==> src/rtl/ifetch_pkg.sv <==
// Shared types and constants for the instruction fetch unit.
// HALT exists only when IFETCH_MISALIGN_CHECK_EN is defined.
package ifetch_pkg;

    typedef enum logic [1:0] {
        BUBBLE = 2'd0,
        RUN    = 2'd1
`ifdef IFETCH_MISALIGN_CHECK_EN
        , HALT = 2'd2
`endif
    } fetch_state_t;

    localparam logic [31:0] PC_INCR          = 32'd4;
    localparam logic [31:0] DEFAULT_RESET_PC = 32'h0000_0000;
    localparam logic [31:0] ALIGN_MASK       = 32'hFFFF_FFFC;

endpackage

==> src/rtl/inst_fetch.sv <==
// Instruction fetch: PC sequencing, stall/redirect handling and accept counter.
// Optional feature IFETCH_MISALIGN_CHECK_EN: misaligned redirect halts fetch until reset.
module inst_fetch
    import ifetch_pkg::*;
#(
    parameter logic [31:0] RESET_PC = DEFAULT_RESET_PC
) (
    input  logic        clock,
    input  logic        reset,
    output logic [31:0] addr_out,
    input  logic [31:0] rom_data_in,
    input  logic        stall,
    input  logic        redirect,
    input  logic [31:0] redirect_pc,
    output logic [31:0] instr_out,
    output logic [31:0] instr_pc,
    output logic        instr_valid,
    output logic [31:0] fetch_count,
    output logic        misalign_err
);

    fetch_state_t state, state_nxt;
    logic [31:0]  fetch_pc, fetch_pc_nxt;
    logic [31:0]  instr_pc_nxt, fetch_count_nxt;
    logic [31:0]  redirect_target;
    logic         stall_hold, accept;

    assign redirect_target = redirect_pc & ALIGN_MASK;
    assign instr_valid     = (state == RUN);
    assign stall_hold      = instr_valid && stall;
    assign accept          = instr_valid && !stall && !redirect;
    // Re-present the held address so the registered ROM keeps returning the same word.
    assign addr_out        = stall_hold ? instr_pc : fetch_pc;
    assign instr_out       = rom_data_in;

`ifdef IFETCH_MISALIGN_CHECK_EN
    logic misalign_q, misalign_nxt;
    logic redirect_misaligned;

    assign redirect_misaligned = |redirect_pc[1:0];
    assign misalign_err        = misalign_q;
`else
    assign misalign_err = 1'b0;
`endif

    always_comb begin
        // NOTE: every output gets a default first so no path leaves a latch behind.
        state_nxt       = state;
        fetch_pc_nxt    = fetch_pc;
        instr_pc_nxt    = instr_pc;
        fetch_count_nxt = accept ? fetch_count + 32'd1 : fetch_count;
`ifdef IFETCH_MISALIGN_CHECK_EN
        misalign_nxt    = misalign_q;
`endif
        case (state)
            BUBBLE, RUN: begin
                if (redirect) begin
`ifdef IFETCH_MISALIGN_CHECK_EN
                    if (redirect_misaligned) begin
                        state_nxt    = HALT;
                        misalign_nxt = 1'b1;
                    end else begin
                        fetch_pc_nxt = redirect_target;
                        state_nxt    = BUBBLE;
                    end
`else
                    fetch_pc_nxt = redirect_target;
                    state_nxt    = BUBBLE;
`endif
                end else if (!stall_hold) begin
                    instr_pc_nxt = fetch_pc;
                    fetch_pc_nxt = fetch_pc + PC_INCR;
                    state_nxt    = RUN;
                end
            end
`ifdef IFETCH_MISALIGN_CHECK_EN
            HALT: begin
            end
`endif
            default: state_nxt = BUBBLE;
        endcase
    end

    always_ff @(posedge clock) begin
        // NOTE: state registers use non-blocking assignments so all updates land together.
        if (reset) begin
            state       <= BUBBLE;
            fetch_pc    <= RESET_PC;
            instr_pc    <= RESET_PC;
            fetch_count <= 32'd0;
`ifdef IFETCH_MISALIGN_CHECK_EN
            misalign_q  <= 1'b0;
`endif
        end else begin
            state       <= state_nxt;
            fetch_pc    <= fetch_pc_nxt;
            instr_pc    <= instr_pc_nxt;
            fetch_count <= fetch_count_nxt;
`ifdef IFETCH_MISALIGN_CHECK_EN
            misalign_q  <= misalign_nxt;
`endif
        end
    end

endmodule

==> config.mk <==
export PLATFORM = sky130hd
export DESIGN_NAME = inst_fetch
export DESIGN_NICKNAME = d
export VERILOG_FILES = /design/src/rtl/ifetch_pkg.sv /design/src/rtl/inst_fetch.sv
export SDC_FILE = /design/constraint.sdc
export NUM_CORES = 1
export LEC_CHECK = 0
export BUFFER_PORTS_ARGS = -buffer_cell sky130_fd_sc_hd__buf_2
export CAP_MARGIN = 40
export CORE_ASPECT_RATIO = 1.2
export CORE_UTILIZATION = 53
export DETAILED_ROUTE_END_ITERATION = 8
export GPL_TIMING_DRIVEN = 0
export HOLD_SLACK_MARGIN = 0.05
export PLACE_DENSITY_LB_ADDON = 0.1
export SYNTH_ARGS = -nofsm -noshare
export SYNTH_HDL_FRONTEND = slang
export SYNTH_SLANG_ARGS = --single-unit
==> constraint.sdc <==
create_clock -name clock -period 4.8 [get_ports clock]
set_input_delay 0.72 -clock clock [delete_from_list [all_inputs] [get_ports clock]]
set_output_delay 0.72 -clock clock [all_outputs]
set_load 0.01 [all_outputs]
* Word-level counts from Yosys, hierarchy flattened
Index checks and enable logic that the tools add are counted.
** Word-level totals
- Logic and storage cells :: 22
- Input port bits :: 68
- Flip-flop bits (word level) :: 97
** Operators by class
- Reductions and logical operators :: 10
- Mux-type cells :: 3
- Add/subtract/negate cells :: 2
- Eq/ne operators :: 1
- Bitwise logic cells :: 2
** Operator list (count)
- $mux W32 :: 3
- $add A32 B1 Y32 const B :: 1
- $add A32 B3 Y32 const B :: 1
- $reduce_and A2 Y1 :: 2
- $logic_and A1 B1 Y1 :: 3
- $reduce_or A3 Y1 :: 1
- $logic_not A1 Y1 :: 2
- $logic_not A2 Y1 :: 1
- $ne A2 B2 Y1 const B :: 1
- $not A1 Y1 :: 2
- $reduce_or A2 Y1 :: 1

* Longest topological paths before layout
Gate-level depths: netlist (run 1).
- Depth in word-level cells :: 4
- Mapped depth :: 7
- Depth with buffers taken out :: 5

* Least setup slack after synthesis (run 1)
OpenSTA, ideal clock, no wires.
- Kind :: in2reg
- Start point :: input port redirect
- End point :: register fetch_count[23]
- Setup slack :: 2.343 ns
- Arrival time :: 2.325 ns
- Setup time :: 0.132 ns
- Required time :: 4.668 ns
- Stages :: 7
- Cells stage by stage :: clkbuf_1 > nand4bb_1 > or4_1 > clkbuf_1 > clkbuf_1 > o31ai_1 > a21oi_1
** Between the ends
- Cells in the longest elaborated chain, start to end :: 2
** Ends and longest elaborated chain
- start: declaration :: RTL line inst_fetch.sv:13 : input logic redirect,
- $logic_not A1 Y1 :: RTL line inst_fetch.sv:31 : assign accept = instr_valid && !stall && !redirect;
- $logic_and A1 B1 Y1 :: RTL line inst_fetch.sv:31
- end signal: assignment :: RTL line inst_fetch.sv:98 : fetch_count <= fetch_count_nxt;
- end: declaration :: RTL line inst_fetch.sv:18 : output logic [31:0] fetch_count,
Every way passes these cells.
A chain may end at the register's enable or synchronous reset.

* Worst setup path in the final report (run 1)
- Start point :: register state[0]
- End point :: output port addr_out[7]
** Between the ends
- Cells in the longest elaborated chain, start to end :: 2
** Ends and longest elaborated chain
- start: declaration :: RTL line inst_fetch.sv:22 : fetch_state_t state, state_nxt;
- start signal: assignment :: RTL line inst_fetch.sv:95 : state <= state_nxt;
- $logic_and A1 B1 Y1 :: RTL line inst_fetch.sv:30 : assign stall_hold = instr_valid && stall;
- $mux W32
- end: declaration :: RTL line inst_fetch.sv:10 : output logic [31:0] addr_out,
Every way passes these cells.

==> results of run 1 <==
==> registers in the layout (all words and copies together), names as in the netlist <==
name and count:
instr_pc 32, state 1, fetch_pc 30, fetch_count 32
==> through the flow <==
stage	setup slack (ns)	hold slack, ns	power [mW]
final	1.71	0.477	1.63
after global routing	1.55	0.487	1.69
after CTS	1.72	0.475	1.63
after detailed placement	1.75	0.463	1.10
after global placement	1.78	0.454	1.10
after floorplan	2.34	0.450	1.01
==> final timing paths <==
check | endpoint | slack, ns | cells past startpoint
min | instr_pc[30] | 0.48 | 2
max reg2reg | fetch_pc[26] | 2.21 | 6
max | addr_out[7] | 1.71 | 5
min reg2reg | instr_pc[30] | 0.48 | 2
==> cell usage in the layout, fill, tap and decap left out, types with 2 or more instances in the layout <==
| cell | count |
|---|---|
| nor3_1 | 7 |
| buf_2 | 164 |
| buf_1 | 3 |
| buf_4 | 33 |
| xor2_1 | 8 |
| dfxtp_1 | 95 |
| o31ai_1 | 24 |
| a211oi_1 | 10 |
| clkbuf_1 | 41 |
| nor4_1 | 6 |
| ha_1 | 2 |
| nand4_1 | 18 |
| a2111oi_0 | 4 |
| nand2_1 | 177 |
| or4_1 | 29 |
| inv_1 | 10 |
| a311oi_1 | 12 |
| and3_1 | 10 |
| a21oi_1 | 55 |
| nor2_1 | 38 |
| nand3_1 | 19 |
| mux2i_1 | 2 |
| and4_1 | 11 |
| or3_1 | 13 |
| xnor2_1 | 11 |
| o21ai_0 | 13 |
| clkbuf_8 | 11 |
==> layout make-up <==
class	instances	area share
multi-input cells	482	0.424
flip-flops and latches	95	0.310
repair buffers	161	0.131
plain buffers	81	0.0718
clock buffers	12	0.0253
well taps	120	0.0245
clock inverters	3	0.00693
inverters	10	0.00612
==> synth_stat cells (3+ instances only) <==
master / instances / area share
xnor2_1: 11 / 0.019
buf_4: 33 / 0.050
or4_1: 29 / 0.044
buf_2: 3 / 0.0030
inv_1: 10 / 0.0075
a211oi_1: 10 / 0.015
nand4_1: 18 / 0.023
a2111oi_0: 4 / 0.0070
or3_1: 13 / 0.016
clkbuf_1: 40 / 0.030
xor2_1: 8 / 0.014
dfxtp_1: 95 / 0.38
nor4_1: 6 / 0.0075
o31ai_1: 24 / 0.036
nor2_1: 38 / 0.029
and3_1: 10 / 0.013
nand2_1: 177 / 0.13
nor3_1: 7 / 0.0070
and4_1: 11 / 0.019
nand3_1: 19 / 0.019
buf_1: 3 / 0.0023
a311oi_1: 12 / 0.021
a21oi_1: 55 / 0.055
o21ai_0: 13 / 0.013
==> power by group <==
group / switching, mW / leakage [nW] / internal, mW
registers: 0.0365 / 0.776 / 0.818
clock network: 0.279 / 0.0985 / 0.266
logic: 0.134 / 1.76 / 0.0988
==> worst register-to-register path, cell delays in order, from the launching register on <==
cell and delay, ns:
dfxtp_1 0.50, ha_1 0.22, a21bo_2 0.27, or4_1 0.54
buf_2 0.20, or4_1 0.51, a311oi_1 0.26
==> metal layers <==
| metal | track usage | wire (um) |
|---|---|---|
| met1 | 0.344 | 5870 |
| met2 | 0.491 | 7070 |
| met3 | 0.0387 | 1090 |
| met4 | 0.129 | 320 |
| met5 | 0 | 0 |
==> logic make-up (layout without fill, tap and decap cells) <==
| group | after synthesis | in the layout | synth area share |
|---|---|---|---|
| and+or+nand+nor | 334 | 334 | 0.321 |
| AOI/OAI and AO/OA | 124 | 124 | 0.159 |
| DFF | 95 | 95 | 0.382 |
| buffers and inverters | 91 | 267 | 0.0959 |
| xor gates and xnor gates | 19 | 19 | 0.0334 |
| adders and majority gates | 2 | 2 | 0.00502 |
| muxes | 2 | 2 | 0.00402 |
| other | 1 | 1 | 0.000752 |
==> metrics.md, run 1 <==
| Metric | Value |
|---|---|
| Status | `completed` |
| Global route overflow | `0` |
| Family with the most delay on the worst path | `buffers and inverters` |
| CP Max Fanout | `10` |
| Hold buffer count at CTS | `0` |
| Clk pin slew, worst setup/hold paths | `0.09 ns` |
| Initial DRC Count | `325` |
| Die height | `108 um` |
| Fmax | `0.323 GHz` |
| CTS tree | `done` |
| Worst path bufs/invs | `3` |
| Core Footprint | `0.00908 mm2` |
| Top FF cell, synth | `dfxtp_1` |
| I/O pin cnt | `198` |
| Critical path origin | `state[0]` |
| Worst Setup End Kind | `primary output` |
| Leakage | `2.63 nW` |
| EDFF count, synth | `0` |
| Die width | `90.5 um` |
| Reg2reg start | `fetch_pc[2]` |
| Final Max Slew Viols | `0` |
| PwrDens | `266 mW/mm2` |
| GRT Overall Usage | `0.281` |
| Register area | `0.00190 mm2` |
| Htree depth | `3` |
| Hold path startpoint | `instr_pc[30]` |
| Design Area, Final | `0.00614 mm2` |
| Routed Antenna Nets | `0` |
| Antenna cells | `0` |
| Synthesis Warnings | `0` |
| Pin count of the biggest net entering global routing | `15` |
| Min Tclk post-route | `3.09 ns` |
| Final Hold Viols | `0` |
| Area growth, synth to finish | `23.1%` |
| Sequential share of the synthesized area | `0.382` |
| Setup violations, final | `0` |
| Post-CTS Resized | `0` |
| CP Class | `reg -> out` |
| First-pass GRT wire length | `22300 um` |
| Detailed-route wire length | `14400 um` |
| Number of port buffers | `161` |
| Worst Hold Class | `reg -> reg` |
| Vias | `5488` |
| Fillers | `840` |
| Final worst-path cycle share | `0.644` |
| Max stage delay on crit path | `0.52 ns` |
| Slew headroom | `0.598` |
| Unrepaired setup endpoints after global routing | `no` |
| Synth async-reset ratio | `0` |
| Worst setup SP type | `register` |
| Setup TNS | `0 ns` |
| Netlist cell types | `41` |
| Vias in the first global route | `4738` |
| Post-DP HPWL | `10600 um` |
| Setup bufs post-CTS | `0` |
| Max clock buf depth | `2` |
| Standard-cell rows | `38` |
| Peak VDD IR | `0.177 mV` |
| Syn avg cell area | `7.46 um2` |
| CP Cell Sequence | `and2_1, buf_1, clkbuf_1, o21ai_0, buf_2` |
| Worst-skew pair later-pin latency | `0.37 ns` |
| Critical path arrival | `2.37 ns` |
| Mapped Cells | `668` |
| DRC viols | `0` |
| Clk sinks | `95` |
| DR vias/cell | `5.69` |
| Placed Cells | `949` |
| Root Driver | `clkbuf_8` |
| Antenna violations before repair | `0` |
| Wire per inst | `14.9 um` |
| Post-Syn Nets | `738` |
| Worst Max-Slew Pin Slew | `0.603 ns` |
| Non-filler instance count after layout | `964` |
| CP max-delay cell | `dfxtp_1` |
| CP required | `4.08 ns` |
| Share of layout cells above drive strength 1 | `0.255` |
| Max-cap violations | `0` |
| Starting Density | `0.549` |
| Post-Synthesis Cell Area | `0.00498 mm2` |
| Area of the multi-input gates | `0.00260 mm2` |
| CTS buffer count | `9` |
| GP Congestion | `0.905` |
| Fin nets | `910` |
| DRT Pass-1 Iters | `5` |
| DP Area | `0.00594 mm2` |
| FF+latch count, synth | `95` |
| Worst Skew | `0.00918 ns` |
| Die Area | `0.00980 mm2` |
| Util after Layout | `0.676` |
(Power assumes the default switching activity.)
==> run 2: changes to the inputs <==
CORE_UTILIZATION = 49   (was 53)
clock period = 3.04 ns   (was 4.8 ns; I/O delays follow)
==> run 2 against run 1 <==
Net effect: wire length rose by 1.8%; first-iteration DRC count is 2.8% lower; final area rose by 1.6%.
==> metrics.md, run 2 (same netlist as run 1, synthesis figures left out) <==
| Metric | Value |
|---|---|
| Antenna violations before repair | `0` |
| I/O pin cnt | `198` |
| Max-cap violations | `0` |
| CTS buffer count | `9` |
| Wire per inst | `15.1 um` |
| Die Area | `0.0106 mm2` |
| CP Class | `reg -> out` |
| FF-to-FF End | `fetch_pc[26]` |
| Worst Hold Class | `in -> reg` |
| Non-filler instance count after layout | `968` |
| Worst setup SP type | `register` |
| Total power | `2.86 mW` |
| Max stage delay on crit path | `0.50 ns` |
| Detailed-route wire length | `14600 um` |
| CP max-delay cell | `dfxtp_1` |
| Die width | `94.1 um` |
| Share of layout cells above drive strength 1 | `0.254` |
| Post-CTS Resized | `0` |
| Htree depth | `3` |
| Clk pin slew, worst setup/hold paths | `0.06 ns` |
| Routed Antenna Nets | `0` |
| Most common cell after layout, fill and taps aside | `nand2_1` |
| CP Cell Sequence | `and2_1, buf_1, clkbuf_1, o21ai_0, buf_2` |
| Post-DP HPWL | `10900 um` |
| Vias in the first global route | `4882` |
| Worst-skew pair later-pin latency | `0.35 ns` |
| Antenna cells | `0` |
| Worst Hold Path EP | `fetch_pc[4]` |
| Final worst-path cycle share | `0.908` |
| R2R Setup Slk | `0.42 ns` |
| Global route overflow | `0` |
| Root Driver | `clkbuf_16` |
| Worst Reg-to-Reg Cells | `6` |
| Standard-cell rows | `39` |
| Design Area, Final | `0.00623 mm2` |
| Slew headroom | `0.585` |
| Final Hold Viols | `0` |
| CP required | `2.58 ns` |
| Util after Layout | `0.642` |
| Worst Max-Slew Pin Slew | `0.618 ns` |
| Fin Hold WS | `0.345 ns` |
| Placed Cells | `952` |
| Critical path arrival | `2.30 ns` |
| Initial DRC Count | `316` |
| Vias | `5461` |
| Reg2reg start | `fetch_pc[2]` |
| Setup bufs post-CTS | `0` |
| First-pass GRT wire length | `23200 um` |
| Worst Skew | `0.00588 ns` |
| Number of port buffers | `161` |
| Clk sinks | `95` |
| Starting Density | `0.513` |
| Leakage | `2.68 nW` |
| Worst path bufs/invs | `3` |
| Final Max Slew Viols | `0` |
| Hold path cells | `2` |
| Max clock buf depth | `2` |
| Unrepaired setup endpoints after global routing | `no` |
| CP Max Fanout | `10` |
| DP Area | `0.00594 mm2` |
| CTS tree | `done` |
| DRC viols | `0` |
| GP Congestion | `0.892` |
| Hold path startpoint | `redirect_pc[4]` |
| Area growth, synth to finish | `25.1%` |
| Core Footprint | `0.00971 mm2` |
| Setup violations, final | `0` |
| PwrDens | `458 mW/mm2` |
| Fmax | `0.362 GHz` |
| Min Tclk post-route | `2.76 ns` |
| DRT Pass-1 Iters | `5` |
| Worst Setup End Kind | `primary output` |
| Family with the most delay on the worst path | `buffers and inverters` |
| GRT Overall Usage | `0.277` |
| Commonest non-fill, non-tap cells in the layout | `nand2_1 (177), buf_2 (164), dfxtp_1 (95), a21oi_1 (55), clkbuf_1 (42)` |
| Pin count of the biggest net entering global routing | `15` |
| Die height | `112 um` |
| DR vias/cell | `5.64` |
| Setup TNS | `0 ns` |
| Peak VDD IR | `0.288 mV` |
| Setup slack after layout | `0.280 ns` |
| Hold buffer count at CTS | `0` |
| Fin nets | `910` |
| Placement Setup Slack | `0.369 ns` |
| Status | `completed` |
| Top flop regs | `fetch_count x32, instr_pc x32, fetch_pc x30` |
## run 2: cell count changes in the layout (fill, tap and decap cells not counted)
cell / previous run / this run
clkbuf_16: 0 / 9
clkinvlp_4: 1 / 0
clkbuf_8: 11 / 1
clkinv_2: 1 / 3
clkbuf_1: 41 / 42
## run 2: where the power goes
part	leakage, nW	total (mW)	switching, mW	internal [mW]
Combinational	1.76	0.367	0.211	0.156
Sequential	0.776	1.35	0.0572	1.29
Clock	0.146	1.14	0.485	0.657
Total	2.68	2.86	0.753	2.11
## run 2: cell type report
class / instances / area, um2
plain buffers: 81 / 440
clock buffers: 12 / 246
clock inverters: 4 / 45.0
fillers: 888 / 3480
inverters: 10 / 37.5
multi-input cells: 482 / 2600
flip-flops and latches: 95 / 1900
well taps: 123 / 154
repair buffers: 161 / 806
## run 2: worst reg2reg max path: stages, from the launching register on
cell and delay [ns]:
dfxtp_1 0.47, ha_1 0.21, a21bo_2 0.27, or4_1 0.57
buf_2 0.21, or4_1 0.51, a311oi_1 0.27
## run 2: worst max-delay path by stage
stage | to | from | cells past startpoint
floorplan | fetch_pc[20] | fetch_pc[2] | 6
finish | addr_out[7] | state[0] | 5
global placement | fetch_count[27] | redirect | 7
CTS | addr_out[7] | state[0] | 5
global route | addr_out[2] | state[0] | 6
detailed placement | fetch_count[23] | redirect | 7
## run 2: layer usage
metal,share of wire,GRT usage,vias up
li1,-,-,2687
met1,0.42,0.336,2531
met2,0.49,0.477,215
met3,0.061,0.0569,28
met4,0.025,0.0995,0
met5,0,0,-
